==> config.mk <==
export PLATFORM = sky130hd
export DESIGN_NAME = fetch_sequencer
export DESIGN_NICKNAME = d
export VERILOG_FILES = /design/src/rtl/fetch_sequencer.sv
export SDC_FILE = /design/constraint.sdc
export NUM_CORES = 1
export LEC_CHECK = 0
export CAP_MARGIN = 25
export CORE_UTILIZATION = 47
export DETAILED_ROUTE_END_ITERATION = 10
export PLACE_DENSITY = 0.95
export SKIP_CTS_REPAIR_TIMING = 1
export SLEW_MARGIN = 20
export SYNTH_ARGS = -nofsm -noshare
export SYNTH_HDL_FRONTEND = slang
export SYNTH_SLANG_ARGS = --single-unit
==> constraint.sdc <==
create_clock -name clk -period 6.65 [get_ports clk]
set_clock_uncertainty 0.15 [all_clocks]
set_input_delay 1.995 -clock clk [delete_from_list [all_inputs] [get_ports clk]]
set_output_delay 1.995 -clock clk [all_outputs]
set_load 0.01 [all_outputs]
==> src/rtl/fetch_sequencer.sv <==
// Instruction fetch sequencer for the Harvard MIPS core: owns the PC, runs the
// imem read handshake and applies delay-slot redirects via a FETCH/EXEC/HALT FSM.
module fetch_sequencer #(
  parameter logic [31:0] RESET_VECTOR = 32'hBFC00000,
  parameter logic [31:0] HALT_ADDR    = 32'h00000000
) (
  input  logic        clk,
  input  logic        reset,
  input  logic        clk_enable,
  output logic [31:0] imem_address,
  output logic        imem_read,
  input  logic        imem_waitrequest,
  input  logic [31:0] imem_readdata,
  input  logic        stall,
  input  logic        redirect,
  input  logic [31:0] redirect_target,
  output logic [31:0] instr,
  output logic        instr_valid,
  output logic [31:0] pc,
  output logic [31:0] pc4,
  output logic        active
);

  typedef enum logic [1:0] {
    FETCH = 2'd0,
    EXEC  = 2'd1,
    HALT  = 2'd2
  } state_t;

  state_t      state_q;
  logic [31:0] pc_q;
  logic [31:0] instr_q;
  logic [31:0] pending_target_q;
  logic        pending_valid_q;
  logic        read_q;
  logic        instr_valid_q;
  logic        active_q;

  logic [31:0] pc4_d;
  logic [31:0] pc_d;
  logic        take_redirect_d;

  assign pc4_d = pc_q + 32'd4;
  // A retiring delay slot hands control to the target captured one instruction earlier.
  assign pc_d            = pending_valid_q ? pending_target_q : pc4_d;
  assign take_redirect_d = redirect && !pending_valid_q;

  always_ff @(posedge clk) begin
    if (reset) begin
      state_q          <= FETCH;
      pc_q             <= RESET_VECTOR;
      instr_q          <= '0;
      instr_valid_q    <= 1'b0;
      active_q         <= 1'b1;
      read_q           <= 1'b1;
      pending_valid_q  <= 1'b0;
      pending_target_q <= '0;
    end else if (clk_enable) begin
      case (state_q)
        FETCH: begin
          if (!imem_waitrequest) begin
            instr_q       <= imem_readdata;
            state_q       <= EXEC;
            read_q        <= 1'b0;
            instr_valid_q <= 1'b1;
          end
        end
        EXEC: begin
          if (!stall) begin
            pc_q            <= pc_d;
            instr_valid_q   <= 1'b0;
            pending_valid_q <= take_redirect_d;
            if (take_redirect_d) begin
              pending_target_q <= redirect_target;
            end
            if (pc_d == HALT_ADDR) begin
              state_q  <= HALT;
              active_q <= 1'b0;
              read_q   <= 1'b0;
            end else begin
              state_q <= FETCH;
              read_q  <= 1'b1;
            end
          end
        end
        HALT: begin
        end
        default: begin
          state_q       <= HALT;
          active_q      <= 1'b0;
          read_q        <= 1'b0;
          instr_valid_q <= 1'b0;
        end
      endcase
    end
  end

  // Request is masked combinationally so it is already low in the reset cycle.
  assign imem_read    = read_q & ~reset;
  assign imem_address = pc_q;
  assign pc           = pc_q;
  assign pc4          = pc4_d;
  assign instr        = instr_q;
  assign instr_valid  = instr_valid_q;
  assign active       = active_q;

endmodule
# ---- Word level (Yosys, flattened, before mapping)
# Index checks and enable logic that the tools add are counted.
dict set report classes {
  add_sub_neg 1
  eq_ne 5
  mux 15
  bitwise_logic 6
  n_reduce_logical 10
}
# operator count
set ops {}
lappend ops {{32-bit by 3-bit adder with 32-bit output (second input constant)} 1}
lappend ops {{32-bit logical NOT} 1}
lappend ops {{32-bit 2-to-1 mux} 1}
lappend ops {{4-bit AND reduction} 3}
lappend ops {{1-bit 2-to-1 mux} 7}
lappend ops {{2-bit 2-to-1 mux} 3}
lappend ops {{2-bit != test (second input constant)} 3}
lappend ops {{1-bit one-hot mux with 3 select lines} 2}
lappend ops {{2-bit one-hot mux with 3 select lines} 1}
lappend ops {{3-bit AND reduction} 2}
lappend ops {{1-bit inverter} 5}
lappend ops {{2-bit by 1-bit equality test with 1-bit output (second input constant)} 1}
lappend ops {{2-bit equality test (second input constant)} 1}
lappend ops {{2-bit logical NOT} 1}
lappend ops {{1-bit one-hot mux with 2 select lines} 1}
lappend ops {{2-bit OR reduction} 1}
lappend ops {{1-bit bitwise AND} 1}
lappend ops {{1-bit logical AND} 1}
lappend ops {{1-bit logical NOT} 1}
dict set report word_totals {
  regBits 102
  in_bits 70
}

# ---- Logic depth before layout (Yosys ltp)
# Gate-level depths: netlist (run 1).
dict set report logic_depth {
  depth_word 6
  depth_mapped 10
  depth_no_buf 9
}

# ---- Worst setup path before layout (run 1)
# No wires, ideal clock.
dict set report synth_path {
  path_kind {input-to-output}
  startpoint {input reset}
  endpoint {output imem_read}
  arrival_ps 2586
  required_ps 4505
  setup_slack_ps 1919
  path_stages 3
  n_path_buf 2
  cell_sequence {clkbuf_1 > clkbuf_1 > nor2b_1}
}
dict set report synth_via {
  elab_chain_cells 2
}
# element line
set synth_rtl {}
lappend synth_rtl {{from (decl)} 8} ;# input logic reset,
lappend synth_rtl {{1-bit inverter} 99} ;# assign imem_read = read_q & ~reset;
lappend synth_rtl {{1-bit bitwise AND} 99}
lappend synth_rtl {{to (decl)} 11} ;# output logic imem_read,
# No other way between the ends.

# ---- Worst setup path in the final report (run 1)
dict set report layout_path {
  startpoint {register pc_q[2], in the netlist imem_address[2]}
  endpoint {output pc4[24]}
}
dict set report layout_via {
  elab_chain_cells 1
}
# element line
set layout_rtl {}
lappend layout_rtl {{from (decl)} 31} ;# logic [31:0] pc_q;
lappend layout_rtl {{from (signal assigned)} 70} ;# pc_q <= pc_d;
lappend layout_rtl {{32-bit by 3-bit adder with 32-bit output} 43} ;# assign pc4_d = pc_q + 32'd4;
lappend layout_rtl {{to (decl)} 20} ;# output logic [31:0] pc4,
# No other way between the ends.

==> flow_summary.json, run 1 <==
{
  "nFillCells": 836,
  "ctsHtreeMaxLevel": 3,
  "critPathKind": "reg2out",
  "routedWlPerCell_microns": 16.0,
  "power_density_nw_per_um2": 173,
  "tns_ns": 0,
  "max_freq_mhz": 186,
  "synth_async_sr_flop_share_pct": 0,
  "via_per_inst": 5.45,
  "grt_setup_unrepaired": "false",
  "ir_worst_vdd_mv": 0.197,
  "first_pass_iters": 4,
  "worstPathMaxFanout": 8,
  "crit_chain": "ha_1 > nand3_2 > nor4_2 > and3_1 > and3_1 > xor2_1 > clkdlybuf4s50_1",
  "drc": 0,
  "antenna_cells": 0,
  "synth_ff_type": "dfxtp_1",
  "min_period_ns": 5.39,
  "netlist_area_sq_um": 5050,
  "place_hpwl_mm": 10.7,
  "drv_slew": 0,
  "worstPathRequired_ns": 4.51,
  "yosysSeqAreaShare_pct": 40.0,
  "synth_edf_count": 0,
  "critPathArrivalTime_ns": 3.25,
  "die_w_microns": 106,
  "die_h_microns": 106,
  "p_leak_uw": 0.00257,
  "status": "completed",
  "final-setup-viol-count": 0,
  "rows": 37,
  "grt_pass1_vias": 4832,
  "crit_path_max_incr_delay_ns": 0.58,
  "grt_overflow": 0,
  "hold_path_class": "reg2reg",
  "dieArea_sq_um": 11200,
  "cts-root-buf": "clkbuf_8",
  "stdcell_count": 942,
  "layout-drive-gt1-share_pct": 5.46,
  "min_period_over_period_pct": 81.1,
  "syn_inst": 662,
  "grt_antenna_before_repair": 0,
  "core_sq_um": 10400,
  "avgSynthCellArea_sq_um": 7.63,
  "clockBufferDepth": 2,
  "grt_max_degree": 55,
  "routed_wl_mm": 15.1,
  "hold_violations": 0,
  "start_util_pct": 48.7,
  "syn_to_final_growth_pct": 40.1,
  "cts_tree": "yes",
  "synth_warnings": 0,
  "multi_input_area_sq_um": 2550,
  "drt_iter0_drc": 267,
  "maxSlewHeadroom_pct": 52.2,
  "place_inst": 925,
  "cts_made_buffers": 9,
  "gr-usage-all-layers_pct": 26.8,
  "cts_sinks": 101,
  "cp_slowest_cell": "clkdlybuf4s50_1",
  "clk_pin_slew_worst_paths_ns": 0.10,
  "cp-start-kind": "register",
  "pin_count": 201,
  "grt_first_pass_wirelength_mm": 23.8,
  "crit_top_cell": "and3_1",
  "route.vias.total": 5131,
  "yosysUniqueCellTypes": 53,
  "seq_area_sq_um": 2020,
  "max_cap_viol_count": 0,
  "clock_latency_ns": 0.38,
  "portBuffers": 200,
  "worst_setup_path_end_kind": "output port",
  "nNetsFinal": 872,
  "gp_congestion": 0.843,
  "synth_seq_cells": 101,
  "ant_nets": 0,
  "synth_nets": 733,
  "worst_pin_slew_ns": 0.718
}
[layout by cell type (no fill, tap or decap), types with 9 or more instances in the layout]
cell	n
mux2i_1	11
dfxtp_1	101
nor4_1	9
clkdlybuf4s50_1	199
o211ai_1	10
inv_1	9
nand2_1	165
o21ai_0	12
a21oi_1	96
xnor2_1	16
nor3_1	12
xor2_1	13
nand3_1	15
clkbuf_8	9
nor2_1	36
[synthesized netlist by cell type, drive strengths merged (7+ instances only)]
library cell / n / share of area, %
o21ai: 12 / 1.2
clkbuf: 42 / 3.1
nor4: 11 / 1.8
buf: 39 / 5.7
nand2: 165 / 12
nor2: 37 / 2.8
mux2i: 11 / 2.2
or4: 7 / 1.1
a21oi: 96 / 9.5
inv: 9 / 0.67
nand4: 10 / 2.0
and3: 7 / 0.87
nand3: 16 / 1.7
xnor2: 16 / 2.8
o211ai: 10 / 1.5
dfxtp: 101 / 40
nor3: 13 / 1.3
xor2: 13 / 2.3
[logic make-up after synthesis]
logic type      synth area share (%)
fa+ha+maj                      0.248
mux                             2.63
xor+xnor                        5.03
flops                           40.0
compound gates                  16.2
buf+inv                         9.54
simple gates                    26.3
[registers in the layout, summed over array words and instances (netlist names)]
signal,count
state_q,2
pending_valid_q,1
instr,32
imem_address,32
active,1
pending_target_q,32
read_q,1
[routing by layer]
metal	vias to the layer above	global-route usage [%]	part of all wire (%)
met5	-	0	0
met3	22	7.61	8.8
met4	0	8.93	1.6
met2	239	46.8	49
met1	2373	31.5	41
li1	2497	-	-
[through the flow]
step	hold WS (ns)	total power [uW]	worst slack [ns]	area, sq um	util, %
after floorplan	0.281	722	1.92	5050	-
after global placement	0.290	814	1.76	6830	65.8
after detailed placement	0.295	819	1.75	6840	66.0
after CTS	0.310	1230	1.29	7060	68.1
after global routing	0.327	1270	1.11	7070	68.2
final	0.309	1230	1.26	7070	68.2
[report_power, final]
group	internal, uW	total, uW	switching [uW]
clock network	184	419	235
logic	96.1	169	72.8
registers	621	638	16.9
[cell type report]
| type | count | area share [%] |
|---|---|---|
| timing repair buffer | 209 | 29.4 |
| clock buffer | 9 | 1.75 |
| clock inverter | 7 | 1.31 |
| sequential | 101 | 28.6 |
| multi-input combinational | 471 | 36.1 |
| tap | 136 | 2.41 |
| inverter | 9 | 0.478 |
[worst paths after layout]
check / startpoint / to / slack, ns / cells after the start
worst max-delay path: imem_address[2] / pc4[24] / 1.26 / 7
worst min-delay path: instr[24] / instr[24] / 0.31 / 2
worst max register to register: imem_address[4] / read_q / 3.01 / 8
worst min register to register: instr[24] / instr[24] / 0.31 / 2
[worst max-delay path, delay by kind of cell, from the launching register on]
kind / cells / cell delay [ns]
buf+inv: 1 / 0.58
simple gates: 4 / 1.26
flops: 1 / 0.51
fa+ha+maj: 1 / 0.31
xor+xnor: 1 / 0.21
No activity file was read; power rests on OpenSTA's default activity.
==> run 2, diff against run 1 <==
--- a/config.mk
+++ b/config.mk
@@ -6,9 +6,9 @@
 export NUM_CORES = 1
 export LEC_CHECK = 0
 export CAP_MARGIN = 25
-export CORE_UTILIZATION = 47
+export CORE_UTILIZATION = 44
 export DETAILED_ROUTE_END_ITERATION = 10
-export PLACE_DENSITY = 0.95
+export PLACE_DENSITY = 0.92
 export SKIP_CTS_REPAIR_TIMING = 1
 export SLEW_MARGIN = 20
 export SYNTH_ARGS = -nofsm -noshare
==> constraint.sdc (replaced) <==
create_clock -name clk -period 5.2 [get_ports clk]
set_clock_uncertainty 0.15 [all_clocks]
set_input_delay 1.56 -clock clk [delete_from_list [all_inputs] [get_ports clk]]
set_output_delay 1.56 -clock clk [all_outputs]
set_load 0.01 [all_outputs]
==> run 2 against run 1 <==
Against the previous run: via count shrank 0.51%; register-to-register slack worse by 1.6 ns; wire length up 0.54%; flip-flop and latch count stayed put; global-route usage fell by 1.1 points; worst hold slack worse by 0.0038 ns; sequential power grew 28%; critical path type unchanged; largest power group unchanged.
==> flow_summary.json, run 2 (same netlist as run 1, synthesis figures left out) <==
{
  "status": "completed",
  "grt_max_degree": 99,
  "place_inst": 932,
  "ant_nets": 0,
  "final_area_sq_um": 7180,
  "first_pass_iters": 6,
  "p_comb_share_pct": 12.8,
  "max_freq_mhz": 205,
  "p_leak_uw": 0.00262,
  "drv_slew": 0,
  "final-setup-viol-count": 0,
  "route.vias.total": 5105,
  "rows": 38,
  "worstPathRequired_ns": 3.49,
  "drc": 0,
  "portBuffers": 200,
  "hold_path_class": "reg2reg",
  "grt_first_pass_wirelength_mm": 23.6,
  "gp_congestion": 0.872,
  "critPathArrivalTime_ns": 3.17,
  "fin_util_pct": 65.1,
  "cts_sinks": 101,
  "seqPwrFrac_pct": 48.3,
  "via_per_inst": 5.37,
  "cts_made_buffers": 9,
  "die_h_microns": 109,
  "layout_common_cells": "clkdlybuf4s50_1, nand2_1, dfxtp_1, a21oi_1, nor2_1",
  "worst_pin_slew_ns": 0.988,
  "worstHoldPathCells": 2,
  "worst_setup_path_end_kind": "output port",
  "clock_latency_ns": 0.35,
  "ff2ff_path_depth": 8,
  "grt_pass1_vias": 4792,
  "p_int_uw": 1260,
  "max_cap_viol_count": 0,
  "cp-start-kind": "register",
  "place_hpwl_mm": 10.8,
  "gr-usage-all-layers_pct": 25.7,
  "nNetsFinal": 875,
  "min_period_over_period_pct": 93.8,
  "post_dp_cell_area_sq_um": 6860,
  "core_sq_um": 11000,
  "layout-drive-gt1-share_pct": 5.69,
  "die_w_microns": 109,
  "min_period_ns": 4.88,
  "start_util_pct": 45.8,
  "worstPathMaxFanout": 8,
  "total_power_uw": 1690,
  "ir_worst_vdd_mv": 0.278,
  "pin_count": 201,
  "power_frac_clock_pct": 38.9,
  "stdcell_count": 950,
  "hold_violations": 0,
  "grt_overflow": 0,
  "grt_setup_unrepaired": "false",
  "drt_iter0_drc": 248,
  "maxSlewHeadroom_pct": 34.2,
  "ctsHtreeMaxLevel": 3,
  "clockBufferDepth": 2,
  "critPathKind": "reg2out",
  "routed_wl_mm": 15.1,
  "tns_ns": 0,
  "switching_power_uw": 427,
  "grt_antenna_before_repair": 1,
  "syn_to_final_growth_pct": 42.3,
  "power_density_nw_per_um2": 235,
  "swShare_pct": 25.3,
  "clk_pin_slew_worst_paths_ns": 0.07,
  "cts-root-buf": "clkbuf_16",
  "dieArea_sq_um": 11900,
  "cts_tree": "yes",
  "routedWlPerCell_microns": 15.9,
  "final_common_cell": "clkdlybuf4s50_1"
}
[run 2: cell types whose count changed in the layout (fill, tap and decap cells not counted), sizes merged]
cell | previous run | this run
buf | 10 | 13
bufinv | 1 | 0
clkbuf | 9 | 10
diode | 0 | 1
[run 2: final cells by class]
cell class	instances	area, sq um
Fill cell	949	3850
Clock inverter	6	52.6
Multi-Input combinational cell	471	2550
Tap cell	140	175
Inverter	9	33.8
Sequential cell	101	2020
Clock buffer	10	239
Antenna cell	1	2.50
Timing Repair Buffer	212	2110
[run 2: final timing paths]
kind                         from         to  slack [ns]
hold / removal          instr[11]  instr[11]        0.31
setup reg to reg  imem_address[4]     read_q        1.38
setup / recovery  imem_address[2]    pc4[24]        0.32
hold reg to reg         instr[11]  instr[11]        0.31
[run 2: per-stage QoR]
stage | setup WS (ns) | hold slack, ns
after floorplan | 1.34 | 0.281
final | 0.320 | 0.305
after global routing | 0.121 | 0.322
after detailed placement | 0.737 | 0.297
after CTS | 0.333 | 0.306
after global placement | 0.851 | 0.291
[run 2: critical path: stages, from the launching register on]
cell,delay (ns)
dfxtp_1,0.48
ha_1,0.30
nand3_2,0.22
nor4_2,0.49
and3_1,0.34
and3_1,0.20
xor2_1,0.22
clkdlybuf4s50_1,0.58
[run 2: power by group through the flow]
stage	Sequential, uW	Combinational, uW	Clock [uW]
floorplan	835	87.4	0
CTS	816	214	671
global placement	833	210	0
detailed placement	834	212	0
finish	816	217	658
global route	819	234	707
[run 2: routing by layer]
metal	part of all wire, %	GRT usage [%]	vias up
li1	-	-	2504
met1	40	29.8	2324
met2	48	43.4	248
met3	10	9.38	29
met4	2.1	8.78	0
met5	0	0	-
==> run 3, diff against run 2 <==
--- a/config.mk
+++ b/config.mk
@@ -9,6 +9,7 @@
 export CORE_UTILIZATION = 44
 export DETAILED_ROUTE_END_ITERATION = 10
 export PLACE_DENSITY = 0.92
+export RECOVER_POWER = 25
 export SKIP_CTS_REPAIR_TIMING = 1
 export SLEW_MARGIN = 20
 export SYNTH_ARGS = -nofsm -noshare
==> run 3 against run 2 <==
Against the previous run: register-to-register slack about the same; flip-flop and latch count unchanged; sequential share of layout area about the same; worst hold slack got worse by 0.0033 ns.
==> flow_summary.json, run 3 (same netlist as run 1, synthesis figures left out) <==
{
  "nFillCells": 951,
  "hold_ws_ns": 0.302,
  "hold_path_startpoint": "instr[20]",
  "die_h_microns": 109,
  "clk_pin_slew_worst_paths_ns": 0.08,
  "clockBufferDepth": 2,
  "power_density_nw_per_um2": 235,
  "nNetsFinal": 875,
  "ir_worst_vdd_mv": 0.277,
  "portBuffers": 200,
  "r2r_slack_ns": 1.39,
  "start_util_pct": 45.8,
  "grt_pass1_vias": 4792,
  "grt_overflow": 0,
  "startpoint": "imem_address[2]",
  "gr-usage-all-layers_pct": 25.7,
  "cts_sinks": 101,
  "via_per_inst": 5.38,
  "gp_congestion": 0.872,
  "die_w_microns": 109,
  "maxSlewHeadroom_pct": 21.3,
  "core_sq_um": 11000,
  "dieArea_sq_um": 11900,
  "routed_wl_mm": 15.1,
  "pin_count": 201,
  "cts-root-buf": "clkbuf_16",
  "place_hpwl_mm": 10.8,
  "worst_setup_path_end_kind": "output port",
  "drv_slew": 0,
  "hold_path_class": "reg2reg",
  "cts_made_buffers": 9,
  "worstPathRequired_ns": 3.49,
  "final_common_cell": "nand2_1",
  "grt_first_pass_wirelength_mm": 23.6,
  "syn_to_final_growth_pct": 42.0,
  "status": "completed",
  "cp-start-kind": "register",
  "fin_util_pct": 65.0,
  "clock_latency_ns": 0.35,
  "post_dp_cell_area_sq_um": 6860,
  "worst_pin_slew_ns": 1.18,
  "grt_setup_unrepaired": "false",
  "drc": 0,
  "grt_max_degree": 99,
  "layout_common_cells": "nand2_1, clkdlybuf4s50_1, dfxtp_1, a21oi_1, dlygate4sd3_1",
  "min_period_ns": 4.89,
  "critPathArrivalTime_ns": 3.18,
  "ant_nets": 0,
  "drt_iter0_drc": 278,
  "routedWlPerCell_microns": 15.9,
  "max_freq_mhz": 205,
  "tns_ns": 0,
  "total_power_uw": 1680,
  "layout-drive-gt1-share_pct": 5.32,
  "grt_antenna_before_repair": 1,
  "critPathKind": "reg2out",
  "min_period_over_period_pct": 94.0,
  "ctsHtreeMaxLevel": 3,
  "hold_violations": 0,
  "p_leak_uw": 0.00273,
  "rows": 38,
  "route.vias.total": 5109,
  "reg2reg_from": "imem_address[4]",
  "cts_tree": "yes",
  "max_cap_viol_count": 0,
  "first_pass_iters": 5,
  "final_area_sq_um": 7170,
  "final-setup-viol-count": 0,
  "worstPathMaxFanout": 8
}
-- run 3: worst paths after layout --
check,end,cells past startpoint
worst max-delay path,pc4[24],7
worst min-delay path,instr[20],2
worst max register to register,read_q,8
worst min register to register,instr[20],2
-- run 3: final cells by class --
cell class                 instances  area, sq um  share of cell area (%)
sequential                       101         2020                    28.2
timing repair buffer             212         2100                    29.3
multi-input combinational        471         2540                    35.5
antenna                            1         2.50                  0.0349
tap                              140          175                    2.44
clock buffer                      10          239                    3.33
inverter                           9         33.8                   0.471
clock inverter                     6         52.6                   0.733
-- run 3: through the flow --
| step | instances | setup slack [ns] |
|---|---|---|
| 2_1_floorplan | 662 | 1.34 |
| 3_3_place_gp | 932 | 0.851 |
| 3_5_place_dp | 932 | 0.737 |
| 4_1_cts | 948 | 0.333 |
| 5_1_grt | 949 | 0.121 |
| 6_report | 950 | 0.314 |
-- run 3: critical path: stages, from the launching register on --
cell and delay (ns):
dfxtp_1 0.48, ha_1 0.29, nand3_2 0.22, nor4_2 0.49, and3_1 0.34, and3_1 0.20, xor2_1 0.22, clkdlybuf4s50_1 0.58
-- run 3: where the power goes --
part	total [uW]	internal, uW	switching (uW)
Sequential	816	794	21.2
Combinational	212	119	93.0
Clock	657	346	311
Total	1680	1260	425
-- run 3: per-layer routing --
| layer | vias to the layer above | share of wire, % | GRT usage (%) |
|---|---|---|---|
| met1 | 2330 | 40 | 29.8 |
| met5 | - | 0 | 0 |
| met2 | 244 | 48 | 43.4 |
| met4 | 0 | 2.1 | 8.78 |
| li1 | 2507 | - | - |
| met3 | 28 | 10 | 9.38 |
